**src/rtl/clock_ctrl_pkg.sv**
```systemverilog
// Shared types and digit limits for the HH:MM:SS timekeeping chain.
package clock_ctrl_pkg;

    // Set-mode FSM states; encoding 2'd3 is unused and recovers to RUN.
    typedef enum logic [1:0] {
        RUN     = 2'd0,
        SET_HR  = 2'd1,
        SET_MIN = 2'd2
    } state_e;

    // Largest legal value of each kind of BCD digit.
    localparam logic [3:0] ONES_MAX     = 4'd9;  // any ones digit
    localparam logic [3:0] TENS_MAX     = 4'd5;  // seconds/minutes tens
    localparam logic [3:0] HR_TENS_MAX  = 4'd2;  // hours tens
    localparam logic [3:0] HR_ONES_WRAP = 4'd3;  // hours ones at 23 -> 00

endpackage

```
**src/rtl/clock_time_controller_bcd_digit.sv**
```systemverilog
// One BCD digit register that wraps at MAX and emits a carry on wrap.
module bcd_digit
    import clock_ctrl_pkg::*;
#(
    parameter logic [3:0] MAX     = ONES_MAX,
    parameter logic [3:0] RST_VAL = 4'd0
) (
    input  logic       clk,
    input  logic       rst,
    input  logic       en_i,
    input  logic       clr_i,
    output logic [3:0] q_o,
    output logic       carry_o
);

    logic [3:0] val_q;
    logic [3:0] val_d;

    // Carry fires on the enabled wrap so the next digit advances on the same edge.
    assign carry_o = en_i && (val_q == MAX);
    assign q_o     = val_q;

    // Next value: clear wins, out-of-range values snap back to 0.
    always_comb begin
        val_d = val_q;
        if (clr_i || (val_q > MAX)) begin
            val_d = 4'd0;
        end else if (en_i) begin
            val_d = (val_q == MAX) ? 4'd0 : val_q + 4'd1;
        end
    end

    // Digit register.
    always_ff @(posedge clk or posedge rst) begin
        if (rst) val_q <= RST_VAL;
        else     val_q <= val_d;
    end

endmodule

```
**src/rtl/clock_time_controller.sv**
```systemverilog
// Digital-clock sequencer: 1 Hz prescaler, HH:MM:SS BCD chain and set-mode FSM.
module clock_time_controller
    import clock_ctrl_pkg::*;
#(
    parameter int TICK_DIV  = 100_000_000,
    parameter int START_HR  = 0,
    parameter int START_MIN = 0
) (
    input  logic       clk,
    input  logic       rst,
    input  logic       mode_p,
    input  logic       inc_p,
    output logic [3:0] hr_t,
    output logic [3:0] hr_o,
    output logic [3:0] min_t,
    output logic [3:0] min_o,
    output logic [3:0] sec_t,
    output logic [3:0] sec_o,
    output logic       tick,
    output logic       blank_hr,
    output logic       blank_min,
    output logic       setting
);

    localparam int            PW       = $clog2(TICK_DIV);
    localparam logic [PW-1:0] PRE_LAST = PW'(TICK_DIV - 1);
    localparam logic [PW-1:0] PRE_HALF = PW'(TICK_DIV / 2);

    state_e        state_q, state_d;
    logic [PW-1:0] pre_q, pre_d;
    logic          tick_q, tick_d;

    logic pre_wrap, blink, sec_clr, adj_hr, adj_min, hr_en, hr_wrap, hr_clr;
    logic sec_o_carry, sec_t_carry, min_o_carry, min_t_carry, hr_o_carry, hr_t_carry;

    assign pre_wrap = (pre_q == PRE_LAST);
    assign blink    = (pre_q >= PRE_HALF);

    // FSM next state and derived control; mode_p beats inc_p on the same cycle.
    always_comb begin
        state_d = state_q;
        sec_clr = 1'b0;
        adj_hr  = 1'b0;
        adj_min = 1'b0;
        case (state_q)
            RUN: begin
                if (mode_p) begin
                    state_d = SET_HR;
                    sec_clr = 1'b1;
                end
            end
            SET_HR: begin
                if (mode_p) state_d = SET_MIN;
                else        adj_hr  = inc_p;
            end
            SET_MIN: begin
                if (mode_p) state_d = RUN;
                else        adj_min = inc_p;
            end
            default: state_d = RUN;
        endcase
    end

    // Prescaler restarts on leaving set mode so a full period precedes the first tick.
    always_comb begin
        pre_d = pre_wrap ? '0 : pre_q + 1'b1;
        if (state_q == SET_MIN && mode_p) pre_d = '0;
        tick_d = pre_wrap && (state_q == RUN) && (state_d == RUN);
    end

    // State, prescaler and tick registers.
    always_ff @(posedge clk or posedge rst) begin
        if (rst) begin
            state_q <= RUN;
            pre_q   <= '0;
            tick_q  <= 1'b0;
        end else begin
            state_q <= state_d;
            pre_q   <= pre_d;
            tick_q  <= tick_d;
        end
    end

    // Hours advance from the minute carry only while running; a set-minute
    // wrap must not leak into hours. 23 -> 00 clears both hour digits.
    assign hr_en   = ((state_q == RUN) && min_t_carry) || adj_hr;
    assign hr_wrap = hr_en && (hr_t == HR_TENS_MAX) && (hr_o == HR_ONES_WRAP);
    assign hr_clr  = hr_wrap || hr_t_carry;

    bcd_digit #(.MAX(ONES_MAX), .RST_VAL(4'd0)) u_sec_o (
        .clk(clk), .rst(rst), .en_i(tick_q), .clr_i(sec_clr),
        .q_o(sec_o), .carry_o(sec_o_carry));

    bcd_digit #(.MAX(TENS_MAX), .RST_VAL(4'd0)) u_sec_t (
        .clk(clk), .rst(rst), .en_i(sec_o_carry), .clr_i(sec_clr),
        .q_o(sec_t), .carry_o(sec_t_carry));

    bcd_digit #(.MAX(ONES_MAX), .RST_VAL(4'(START_MIN % 10))) u_min_o (
        .clk(clk), .rst(rst), .en_i(sec_t_carry || adj_min), .clr_i(1'b0),
        .q_o(min_o), .carry_o(min_o_carry));

    bcd_digit #(.MAX(TENS_MAX), .RST_VAL(4'(START_MIN / 10))) u_min_t (
        .clk(clk), .rst(rst), .en_i(min_o_carry), .clr_i(1'b0),
        .q_o(min_t), .carry_o(min_t_carry));

    bcd_digit #(.MAX(ONES_MAX), .RST_VAL(4'(START_HR % 10))) u_hr_o (
        .clk(clk), .rst(rst), .en_i(hr_en && !hr_wrap), .clr_i(hr_clr),
        .q_o(hr_o), .carry_o(hr_o_carry));

    bcd_digit #(.MAX(HR_TENS_MAX), .RST_VAL(4'(START_HR / 10))) u_hr_t (
        .clk(clk), .rst(rst), .en_i(hr_o_carry), .clr_i(hr_clr),
        .q_o(hr_t), .carry_o(hr_t_carry));

    assign tick      = tick_q;
    assign setting   = (state_q == SET_HR) || (state_q == SET_MIN);
    assign blank_hr  = (state_q == SET_HR)  && blink;
    assign blank_min = (state_q == SET_MIN) && blink;

endmodule

```
**config.mk**
```make
export PLATFORM = sky130hd
export DESIGN_NAME = clock_time_controller
export DESIGN_NICKNAME = d
export VERILOG_FILES = /design/src/rtl/clock_ctrl_pkg.sv /design/src/rtl/clock_time_controller_bcd_digit.sv /design/src/rtl/clock_time_controller.sv
export SDC_FILE = /design/constraint.sdc
export NUM_CORES = 1
export LEC_CHECK = 0
export ABC_CLOCK_PERIOD_IN_PS = 3600
export CAP_MARGIN = 10
export CORE_UTILIZATION = 51
export CTS_CLUSTER_SIZE = 20
export DETAILED_ROUTE_END_ITERATION = 8
export PLACE_DENSITY = 0.76
export RECOVER_POWER = 50
export SLEW_MARGIN = 20
export SYNTH_ARGS = -nofsm -noshare
export SYNTH_HDL_FRONTEND = slang
export SYNTH_HIERARCHICAL = 1
export SYNTH_SLANG_ARGS = --single-unit
```
**constraint.sdc**
```tcl
create_clock -name clk -period 3.6 [get_ports clk]
set_input_delay 0.36 -clock clk [delete_from_list [all_inputs] [get_ports clk]]
set_output_delay 0.36 -clock clk [all_outputs]
set_load 0.03 [all_outputs]
```
==> flow_summary.json, run 1 <==
{
  "outcome": "complete, but fails checks",
  "violations": "max-capacitance violations, max-slew violations",
  "coreArea_um2": 5920,
  "cts_tree": "built",
  "vias": 2529,
  "antenna_cells": 0,
  "arrival_ns": 3.66,
  "fin_nets": 369,
  "hold_slack_ns": 0.517,
  "rows": 28,
  "critPathLaunchType": "flop",
  "multi_input_area_um2": 1750,
  "setup_slack_ns": 0.143,
  "synth_edf_count": 0,
  "hp-start": "u_sec_o/q_o[3]$_DFFE_PP0P_",
  "cts_hold_buf": 0,
  "ant_nets": 0,
  "fillCellCount": 490,
  "yosys_warnings": 6,
  "ioPinCount": 32,
  "clock.fmax_ghz": 0.289,
  "seq_area_um2": 1360,
  "reg2reg_from": "u_sec_o/q_o[2]$_DFFE_PP0P_",
  "layout.cells.non_filler": 435,
  "drc": 0,
  "cts_root_buffer": "clkbuf_8",
  "grt_first_pass_wirelength_um": 10500,
  "place.gp.congestion": 0.810,
  "r2r-end": "u_hr_o/q_o[2]$_DFFE_PP0P_",
  "setup_violations": 0,
  "syn_to_final_growth_pct": 19.5,
  "drive_gt1_frac": 0.172,
  "synthCells": 312,
  "dpl.hpwl_um": 4430,
  "slew-limit-headroom": -0.0644,
  "synth_cell_types": 52,
  "fin_crit_ns": 3.46,
  "initial_core_util": 0.528,
  "grt_pass1_vias": 2245,
  "drtIter0Drc": 148,
  "whs_endpoint": "u_sec_o/q_o[1]$_DFFE_PP0P_",
  "powerDensity_nw_per_um2": 439,
  "grt_util_all_layers": 0.210,
  "ys_ff_latch": 54,
  "synthFlopType": "dfrtp_1",
  "worst_slew_pin_slew_ns": 1.60,
  "crit_required_ns": 3.80,
  "clock_skew_ns": 0.00605,
  "max_cap_viol_count": 1,
  "dpl.cell_count": 421,
  "wl_per_cell_um": 14.8,
  "vias_per_cell": 5.81,
  "critPathMaxFanout": 6,
  "dieWidth_um": 80.3,
  "place_worst_setup_slack_ns": 0.130,
  "worst_r2r_path_depth": 18,
  "dieArea_um2": 6450,
  "yosysSeqAreaShare": 0.432,
  "reg2reg_slack_ns": 0.14,
  "final_hold_viol_count": 0,
  "grt_start_max_net_pins": 31,
  "avgSynthCellArea_um2": 10.0,
  "drv_slew": 31,
  "hold_class": "reg -> reg",
  "cp-end-kind": "flop",
  "clk_latency_ns": 0.31,
  "clock-sinks": 54,
  "cts_htree_levels": 2,
  "p_leak_nw": 1.52,
  "clk_pin_slew_ns": 0.09,
  "firstDrtPassIters": 4,
  "async_reset_ff_frac": 1.00,
  "antenna_found_initial": 0,
  "clock_path_buffers": 2,
  "portBuffers": 31,
  "hold_depth": 1,
  "cts-buffers-inserted": 5,
  "routed_wl_um": 6450,
  "die_h_um": 80.3,
  "grt_overflow": 0,
  "finalCritPeriodShare": 0.960,
  "syn_area_um2": 3130,
  "crit_type": "reg -> reg",
  "ir_drop_mv": 0.296,
  "postLayoutCoreUtil": 0.631,
  "total_power_mw": 1.64
}
-- cells in the final DEF (no fill, tap or decap), types with 10 or more instances in the layout --
master           count
a211oi_1            10
buf_4               11
clkdlybuf4s50_1     30
conb_1              13
dfrtp_1             51
inv_1               13
nand2_1             20
nand3_1             15
nand3b_1            13
nor2_1              15
nor3_1              13
xor2_1              11
-- worst max-delay path by stage --
stage                               start                        end  slack [ns]
2_1_floorplan  u_sec_o/q_o[1]$_DFFE_PP0P_  u_hr_o/q_o[2]$_DFFE_PP0P_       0.008
3_3_place_gp   u_sec_o/q_o[1]$_DFFE_PP0P_  u_hr_o/q_o[2]$_DFFE_PP0P_        0.21
3_5_place_dp   u_sec_o/q_o[1]$_DFFE_PP0P_  u_hr_o/q_o[2]$_DFFE_PP0P_        0.13
4_1_cts        u_sec_o/q_o[1]$_DFFE_PP0P_  u_hr_o/q_o[2]$_DFFE_PP0P_        0.10
5_1_grt        u_sec_o/q_o[2]$_DFFE_PP0P_  u_hr_o/q_o[2]$_DFFE_PP0P_       -0.05
6_report       u_sec_o/q_o[2]$_DFFE_PP0P_  u_hr_o/q_o[2]$_DFFE_PP0P_        0.14
-- metal layers --
| metal | vias up | part of all wire | GRT usage |
|---|---|---|---|
| li1 | 1234 | - | - |
| met1 | 1242 | 0.49 | 0.298 |
| met2 | 45 | 0.46 | 0.321 |
| met3 | 8 | 0.027 | 0.0364 |
| met4 | 0 | 0.015 | 0.0768 |
| met5 | - | 0 | 0 |
-- logic make-up (layout without fill, tap and decap cells) --
kind of cell / Yosys count / count (layout) / synth area share
multiplexers: 3 / 3 / 0.0108
flip-flops: 54 / 54 / 0.432
AO/OA/AOI/OAI: 54 / 54 / 0.140
AND/OR/NAND/NOR: 151 / 151 / 0.303
XOR/XNOR: 15 / 15 / 0.0420
adder cells (fa/ha/maj): 6 / 6 / 0.0240
other: 4 / 13 / 0.00480
buffers and inverters: 25 / 64 / 0.0428
-- metrics by stage --
| step | TNS, ns | instance area (µm²) |
|---|---|---|
| after CTS | 0 | 3640 |
| after global routing | -0.0618 | 3730 |
| final | 0 | 3730 |
| after detailed placement | 0 | 3550 |
| after global placement | 0 | 3550 |
| after floorplan | 0 | 3180 |
-- flip-flops by register name, summed over array words and instances, names as in the netlist --
| name | count |
|---|---|
| u_min_o/q_o | 4 |
| tick | 1 |
| u_hr_t/q_o | 4 |
| pre_q | 27 |
| u_sec_t/q_o | 4 |
| state_q | 2 |
| u_hr_o/q_o | 4 |
| u_min_t/q_o | 4 |
| u_sec_o/q_o | 4 |
-- synth_stat cells (4+ instances only) --
master    count  area, µm²
a211oi_1     10       75.1
a211oi_2      7       87.6
a21o_1        4       30.0
and4_1        6       52.6
buf_6         4       45.0
clkbuf_1      4       15.0
conb_1        4       15.0
dfrtp_1      54       1350
ha_1          6       75.1
inv_1        13       48.8
nand2_1      22       82.6
nand3_1      15       75.1
nand3b_1     13       97.6
nand4_1       8       50.1
nor2_1       19       71.3
nor3_1       15       75.1
nor3b_1       6       45.0
nor4_1        6       37.5
o21ai_0       8       40.0
o31ai_1       6       45.0
or3_1         6       37.5
or3b_1        4       35.0
or4_1         7       52.6
xnor2_1       4       35.0
xor2_1       11       96.3
-- worst max-delay path, cell delays in order (launching register included) --
cell and delay [ns]:
dfrtp_2 0.44, or3b_4 0.42, nor2_4 0.16, nand2_4 0.08, nor4b_2 0.21, a21o_1 0.14, nand2_2 0.08, nor2_4 0.15
nand2_2 0.09, nor4b_4 0.22, a22oi_2 0.12, nor2_2 0.15, nand2_2 0.09, nor2_4 0.15, nand2_1 0.08, nor4_2 0.27
or2_4 0.19, nor3b_1 0.05, mux2_4 0.26
-- repair_timing --
action / 4_1_cts / 5_1_grt
endpoints found under the setup margin: 0 / 1
resized for setup: 0 / 11
buffers inserted: 0 / 6
endpoints found under the hold margin: 0 / 0
-- area by class of cell --
class,count,area share
clock inverters,1,0.00134
clock buffers,7,0.0231
inverters,13,0.0131
well taps,75,0.0251
multi-input cells,242,0.468
repair buffers,43,0.106
flip-flops and latches,54,0.363
-- power breakdown --
group / switching [mW] / leakage [nW] / internal, mW
sequential: 0.132 / 0.720 / 0.692
combinational: 0.256 / 0.753 / 0.206
clock: 0.196 / 0.0482 / 0.156
total: 0.584 / 1.52 / 1.05
No activity file was read; power rests on OpenSTA's default activity.
==> run 2, diff against run 1 <==
--- a/config.mk
+++ b/config.mk
@@ -10,6 +10,7 @@
 export CORE_UTILIZATION = 51
 export CTS_CLUSTER_SIZE = 20
 export DETAILED_ROUTE_END_ITERATION = 8
+export GPL_ROUTABILITY_DRIVEN = 1
 export PLACE_DENSITY = 0.76
 export RECOVER_POWER = 50
 export SLEW_MARGIN = 20
==> results of run 2 <==
Final layout, timing and power as in run 1 (identical DEF).
==> run 3, diff against run 2 <==
--- a/config.mk
+++ b/config.mk
@@ -10,7 +10,7 @@
 export CORE_UTILIZATION = 51
 export CTS_CLUSTER_SIZE = 20
 export DETAILED_ROUTE_END_ITERATION = 8
-export GPL_ROUTABILITY_DRIVEN = 1
+export GPL_ROUTABILITY_DRIVEN = 0
 export PLACE_DENSITY = 0.76
 export RECOVER_POWER = 50
 export SLEW_MARGIN = 20
==> results of run 3 <==
Final layout, timing and power as in run 1 (identical DEF).
